<file path="config.mk">
export PLATFORM = sky130hd
export DESIGN_NAME = if_sample_packer
export DESIGN_NICKNAME = d
export VERILOG_FILES = /design/src/rtl/if_pkg.sv /design/src/rtl/if_pps_sync.sv /design/src/rtl/if_sample_packer.sv
export SDC_FILE = /design/constraint.sdc
export NUM_CORES = 1
export LEC_CHECK = 0
export CAP_MARGIN = 5
export CORE_ASPECT_RATIO = 1.4
export CORE_MARGIN = 2
export CORE_UTILIZATION = 39
export DETAILED_ROUTE_END_ITERATION = 6
export SYNTH_ARGS = -nofsm -noshare
export SYNTH_HDL_FRONTEND = slang
export SYNTH_SLANG_ARGS = --single-unit
export TNS_END_PERCENT = 30
</file>
<file path="constraint.sdc">
create_clock -name clk -period 2.3 [get_ports clk]
set_input_delay 0.23 -clock clk [delete_from_list [all_inputs] [get_ports clk]]
set_output_delay 0.23 -clock clk [all_outputs]
set_load 0.01 [all_outputs]
</file>
<file path="src/rtl/if_pkg.sv">
// Shared types and width helpers for the IF sample packer and its PPS front end.
package if_pkg;

    typedef enum logic {
        WARMUP = 1'b0,
        RUN    = 1'b1
    } state_t;

    localparam int unsigned WARMUP_DEFAULT = 32'h0F51_6E80;

    function automatic int sample_width(input int nch, input int bps);
        return nch * bps;
    endfunction

    function automatic int samples_per_word(input int dw, input int sw);
        return dw / sw;
    endfunction

    // A slot index needs at least one bit even when a word holds a single sample.
    function automatic int slot_idx_width(input int k);
        return (k > 1) ? $clog2(k) : 1;
    endfunction

endpackage

</file>
<file path="src/rtl/if_pps_sync.sv">
// Two-flop synchroniser for the asynchronous PPS input followed by a one-clock
// rising-edge pulse.
module if_pps_sync (
    input  logic clk,
    input  logic reset,
    input  logic pps,
    output logic pps_rise
);

    logic sync_p0;
    logic sync_p1;
    logic edge_p2;

    always_ff @(posedge clk) begin
        if (reset) begin
            sync_p0 <= 1'b0;
            sync_p1 <= 1'b0;
            edge_p2 <= 1'b0;
        end else begin
            sync_p0 <= pps;
            sync_p1 <= sync_p0;
            edge_p2 <= sync_p1;
        end
    end

    assign pps_rise = sync_p1 & ~edge_p2;

endmodule

</file>
<file path="src/rtl/if_sample_packer.sv">
// Packs NCH-channel sign/magnitude IF samples into DW-bit words after a warm-up
// delay, with valid/ready output, drop accounting and PPS word tagging.
module if_sample_packer
    import if_pkg::*;
#(
    parameter int          NCH           = 4,
    parameter int          BPS           = 2,
    parameter int          DW            = 16,
    parameter int unsigned WARMUP_CYCLES = WARMUP_DEFAULT,
    localparam int         PSW           = slot_idx_width(samples_per_word(DW, sample_width(NCH, BPS)))
) (
    input  logic                 clk,
    input  logic                 reset,
    input  logic [NCH*BPS-1:0]   if_data,
    input  logic                 enable,
    input  logic                 pps,
    output logic [DW-1:0]        out_data,
    output logic                 out_valid,
    input  logic                 out_ready,
    output logic                 out_pps,
    output logic [PSW-1:0]       out_pps_slot,
    output logic                 started,
    output logic                 overflow,
    output logic [15:0]          drop_cnt
);

    localparam int             SW        = sample_width(NCH, BPS);
    localparam int             K         = samples_per_word(DW, SW);
    localparam bit             WARM_NONE = (WARMUP_CYCLES == 0);
    localparam logic [27:0]    WARM_LAST = WARM_NONE ? 28'd0 : 28'(WARMUP_CYCLES - 1);
    localparam logic [PSW-1:0] IDX_LAST  = PSW'(K - 1);

    generate
        if (DW % SW != 0) begin : g_bad_width
            $error("if_sample_packer: DW must be a multiple of NCH*BPS");
        end
    endgenerate

    function automatic logic [15:0] sat_inc16(input logic [15:0] v);
        return (v == 16'hFFFF) ? v : v + 16'd1;
    endfunction

    state_t            state;
    state_t            state_nxt;
    logic [27:0]       warm_cnt;

    logic [SW-1:0]     in_data_p0;
    logic              vld_p0;

    logic [DW-1:0]     word_acc;
    logic [DW-1:0]     word_full;
    logic [PSW-1:0]    idx;
    logic              capture;
    logic              word_done;
    logic              word_load;
    logic              word_drop;

    logic              pps_rise;
    logic              pps_pending;
    logic              pps_now;
    logic              tag_pps;
    logic [PSW-1:0]    tag_slot;
    logic              word_pps;
    logic [PSW-1:0]    word_slot;

    if_pps_sync u_pps_sync (
        .clk      (clk),
        .reset    (reset),
        .pps      (pps),
        .pps_rise (pps_rise)
    );

    always_ff @(posedge clk) begin
        if (reset) begin
            state <= WARMUP;
        end else begin
            state <= state_nxt;
        end
    end

    always_comb begin
        state_nxt = state;
        case (state)
            WARMUP: if (WARM_NONE || warm_cnt == WARM_LAST) state_nxt = RUN;
            RUN:    state_nxt = RUN;
        endcase
    end

    // started lags RUN by one clock so the first capture follows it.
    always_ff @(posedge clk) begin
        if (reset) begin
            warm_cnt <= 28'd0;
            started  <= 1'b0;
        end else begin
            if (state == WARMUP) warm_cnt <= warm_cnt + 28'd1;
            if (state == RUN)    started  <= 1'b1;
        end
    end

    // ---- stage p0: input register, enable aligned alongside ----
    always_ff @(posedge clk) begin
        in_data_p0 <= if_data;
    end

    always_ff @(posedge clk) begin
        if (reset) begin
            vld_p0 <= 1'b0;
        end else begin
            vld_p0 <= enable;
        end
    end

    // ---- stage p1: slot packing and output offer ----
    assign capture   = started & vld_p0;
    assign word_done = capture && (idx == IDX_LAST);
    assign word_load = word_done && (!out_valid || out_ready);
    assign word_drop = word_done && out_valid && !out_ready;

    assign pps_now   = pps_pending | pps_rise;
    assign word_pps  = tag_pps | pps_now;
    assign word_slot = tag_pps ? tag_slot : idx;

    always_comb begin
        word_full = word_acc;
        word_full[(K-1)*SW +: SW] = in_data_p0;
    end

    always_ff @(posedge clk) begin
        if (capture) word_acc[int'(idx)*SW +: SW] <= in_data_p0;
    end

    always_ff @(posedge clk) begin
        if (reset) begin
            idx         <= '0;
            pps_pending <= 1'b0;
            tag_pps     <= 1'b0;
            tag_slot    <= '0;
        end else begin
            if (!vld_p0) begin
                idx <= '0;
            end else if (capture) begin
                idx <= word_done ? '0 : idx + 1'b1;
            end

            if (capture) begin
                pps_pending <= 1'b0;
            end else if (pps_rise) begin
                pps_pending <= 1'b1;
            end

            // A tag belongs to the word being built; it dies with a discarded partial.
            if (!vld_p0 || word_done) begin
                tag_pps <= 1'b0;
            end else if (capture && pps_now && !tag_pps) begin
                tag_pps  <= 1'b1;
                tag_slot <= idx;
            end
        end
    end

    // ---- stage p2: output holding register ----
    always_ff @(posedge clk) begin
        if (reset) begin
            out_data     <= '0;
            out_valid    <= 1'b0;
            out_pps      <= 1'b0;
            out_pps_slot <= '0;
            overflow     <= 1'b0;
            drop_cnt     <= 16'd0;
        end else begin
            if (word_load) begin
                out_data     <= word_full;
                out_valid    <= 1'b1;
                out_pps      <= word_pps;
                out_pps_slot <= word_slot;
            end else if (out_valid && out_ready) begin
                out_valid <= 1'b0;
                out_pps   <= 1'b0;
            end

            if (word_drop) begin
                overflow <= 1'b1;
                drop_cnt <= sat_inc16(drop_cnt);
            end
        end
    end

endmodule

</file>
==> results.md <==
- Status: finished, final reports clean
- Worst Max-Slew Pin Slew: 0.712 ns
- CTS buffer count: 9
- Post-DRT Antenna Nets: 0
- Worst-skew pair later-pin latency: 0.33 ns
- Tot Pwr: 3.13 mW
- Most frequent cell after synthesis: dfxtp_1
- CP peak stage delay: 0.69 ns
- Hold-fix buffers, CTS: 0
- Die height: 119 um
- Yosys reg bits: 90
- Highest clock rate: 0.506 GHz
- Most used cell, CP: or4_1
- Overall Global Routing Usage: 16.6%
- Sum Neg Setup Slack: 0 ns
- Final core occ: 49.8%
- WS Path Type: reg -> reg
- WP data required: 2.56 ns
- Vias per cell: 5.34
- Crit-path cells: nand3_1, or4_1, or4_1, a21oi_1
- Area grow syn2layout: 25.7%
- Top cells by count, synth: dfxtp_1 (82), nand2_1 (55), a21oi_1 (41), nor2_1 (34), nor2b_1 (20)
- CTS sink count: 90
- RSZ-0062 raised after global routing: no
- Post-Synth XOR/XNOR Area: 3.31%
- Power density over cell area: 671 nW/um2
- Die area: 10300 um2
- Peak VDD IR: 0.369 mV
- Synth top area share: between 40 and 50%
- CP max stage cell: or4_1
- Clock power frac: a little under half
- Row count: 42
- Clk root buf: clkbuf_16
- PostCTS Resize Cnt: 0
- Mux cell area share after synthesis: 2.36%
- Final Max Slew Viols: 0
- DRC violations left: 0
- CTS max path bufs: 2
- Htree depth: 3
- I/O Buffers: 49
- Setup Fix Bufs, Post-CTS: 0
- Io pins: 50
- Net Switching: 0.645 mW
- Final net count: 480
- Antenna cells: 0
- Dominant synthesized flop cell: dfxtp_1
- Final hold vios: 0
- Adder-cell share of the synthesized area: 0.676%
- Wire length per cell: 13.9 um
- Final setup viols: 0
- Crit path time final: 1.98 ns
- Worst path buffer plus inverter count: 0
- Biggest fanout along the worst timing path: 8
- Mapped Nets: roughly 430
- DRT Wirelength: 8080 um
- Yosys top cell by area: dfxtp_1
- Mapped Cells: 411
- Arrival time at the worst endpoint: 2.24 ns
- Iter 0 DRT Violations: 138
- CTS tree: built
- Vias in the first global route: 2979
- Mean Syn Cell Area: 9.01 um2
- Top post-synthesis cells by area: dfxtp_1 (44%), edfxtp_1 (6.5%), nand2_1 (5.6%)
- Largest net degree at the start of global routing: 35
- Layout cell share with drive strength beyond 1: 7.87%
- FF+latch area: roughly 1900 um2
- P_int: about 2.5 mW
- Global-route wire length before repair: between 10000 and 15000 um
- Sequential fraction of design power: between 50% and 60%
- Setup crit end kind: flop
- Filler cell count: 895
- CTS clk-pin slew, worst paths: 0.06 ns
- Compound-cell area share of the yosys netlist: about an eighth
- Comb pwr share: 2.3%
- Clock Skew: 0.00668 ns
- Main combinational cell family by area after synthesis: simple AND/OR/NAND/NOR gates
- GP Congestion: 0.790
- Initial core utilization: 39.6%
- Worst setup margin: 0.325 ns
- Family with the most delay on the worst path: simple AND/OR/NAND/NOR gates
- Total number of vias: 3097
- Cell variety after synth: between 40 and 50
- Crit start category: flop
- Number of synthesis warnings: 0
- Post-Syn Area: 3700 um2
- Fraction of the mapped netlist area in simple logic gates: between 20% and 30%
- Worst min path class: in -> reg
- Register area share after synthesis: 50.8%
- Sw Ratio: about a fifth
- Leak: 1.54 nW
- DP HPWL: approximately 5700 um
- Asr flop ratio synth: 0%
- Slew margin rel.: 52.3%
- DIE WIDTH: 86.4 um
- Post-synth EDFFs: 8
- Initial antenna violation count: 0
- Overflow after GRT: 0
- Pre-CTS setup slack: 0.321 ns
- Footprint of the multi-input gates: 1710 um2
- Final Cycle Share: 85.9%
- Core area: 9350 um2
- Max_cap viols: 0
- DRT Pass-1 Iters: 4
[area by class of cell]
class / count / share of cell area, %
Sequential cell: 90 / 40.4
Clock inverter: 5 / 1.34
Multi-Input combinational cell: 292 / 36.8
Inverter: 8 / 0.645
Clock buffer: 11 / 5.00
Timing Repair Buffer: 64 / 12.8
Tap cell: 110 / 2.96
[state kept, by name (all words and copies together) (netlist names)]
| register | count |
|---|---|
| warm_cnt | 28 |
| drop_cnt | 16 |
| out_data | 16 |
| in_data_p0 | 8 |
| word_acc | 8 |
| idx | 1 |
| out_pps | 1 |
| out_pps_slot | 1 |
| out_valid | 1 |
| overflow | 1 |
| pps_pending | 1 |
| started | 1 |
| state | 1 |
| tag_pps | 1 |
| tag_slot | 1 |
| u_pps_sync.edge_p2 | 1 |
| u_pps_sync.sync_p0 | 1 |
| u_pps_sync.sync_p1 | 1 |
| vld_p0 | 1 |
[cells by family (layout without fill, tap and decap cells)]
family	count (synthesis)	after routing
xor+xnor	14	14
compound gates	72	72
buf+inv	29	88
fa+ha+maj	2	2
simple gates	196	196
mux	8	8
flops	90	90
[power groups by stage]
| stage | sequential [mW] | combinational [mW] | clock (mW) |
|---|---|---|---|
| 2_1_floorplan | 1.64 | 0.0383 | 0 |
| 6_report | 1.61 | 0.0722 | 1.45 |
| 3_3_place_gp | 1.64 | 0.0716 | 0 |
| 5_1_grt | 1.61 | 0.0805 | 1.55 |
| 3_5_place_dp | 1.64 | 0.0730 | 0 |
| 4_1_cts | 1.61 | 0.0734 | 1.50 |
[routing by layer]
metal | vias up | GRT usage (%) | share of wire [%]
met1 | 1453 | 20.4 | 45
met2 | 46 | 28.0 | 50
met3 | 8 | 4.23 | 2.7
met5 | - | 0 | 0
met4 | 0 | 5.57 | 1.6
li1 | 1590 | - | -
[through the flow]
step / hold slack, ns / instances / instance area [um2]
6_report: 0.340 / 580 / 4660
5_1_grt: 0.328 / 580 / 4660
4_1_cts: 0.324 / 580 / 4660
3_5_place_dp: 0.430 / 564 / 4360
3_3_place_gp: 0.417 / 564 / 4360
2_1_floorplan: 0.258 / 411 / 3700
[placed cells by master (no fill, tap or decap), types with 6 or more instances in the layout]
master,synthesis,final
nor2_1,34,34
clkdlybuf4s50_1,0,48
and3_1,8,8
dfxtp_1,82,82
inv_1,8,8
xor2_1,7,7
nand4_1,13,13
edfxtp_1,8,8
o31ai_1,14,14
nor3_1,6,6
or3_1,6,6
nand2_1,55,55
nand3_1,15,15
clkbuf_16,0,9
xnor2_1,7,7
buf_4,0,15
a21oi_1,41,41
nor2b_1,20,20
or4_1,17,17
[worst paths after layout]
path / start / end / slack (ns) / depth (start not counted)
worst max-delay path: warm_cnt[12] / warm_cnt[24] / 0.32 / 4
worst max register to register: warm_cnt[12] / warm_cnt[24] / 0.32 / 4
worst min-delay path: if_data[0] / in_data_p0[0] / 0.34 / 1
worst min register to register: tag_slot / tag_slot / 0.44 / 2
Note: power is estimated with default switching activity, not from simulation.
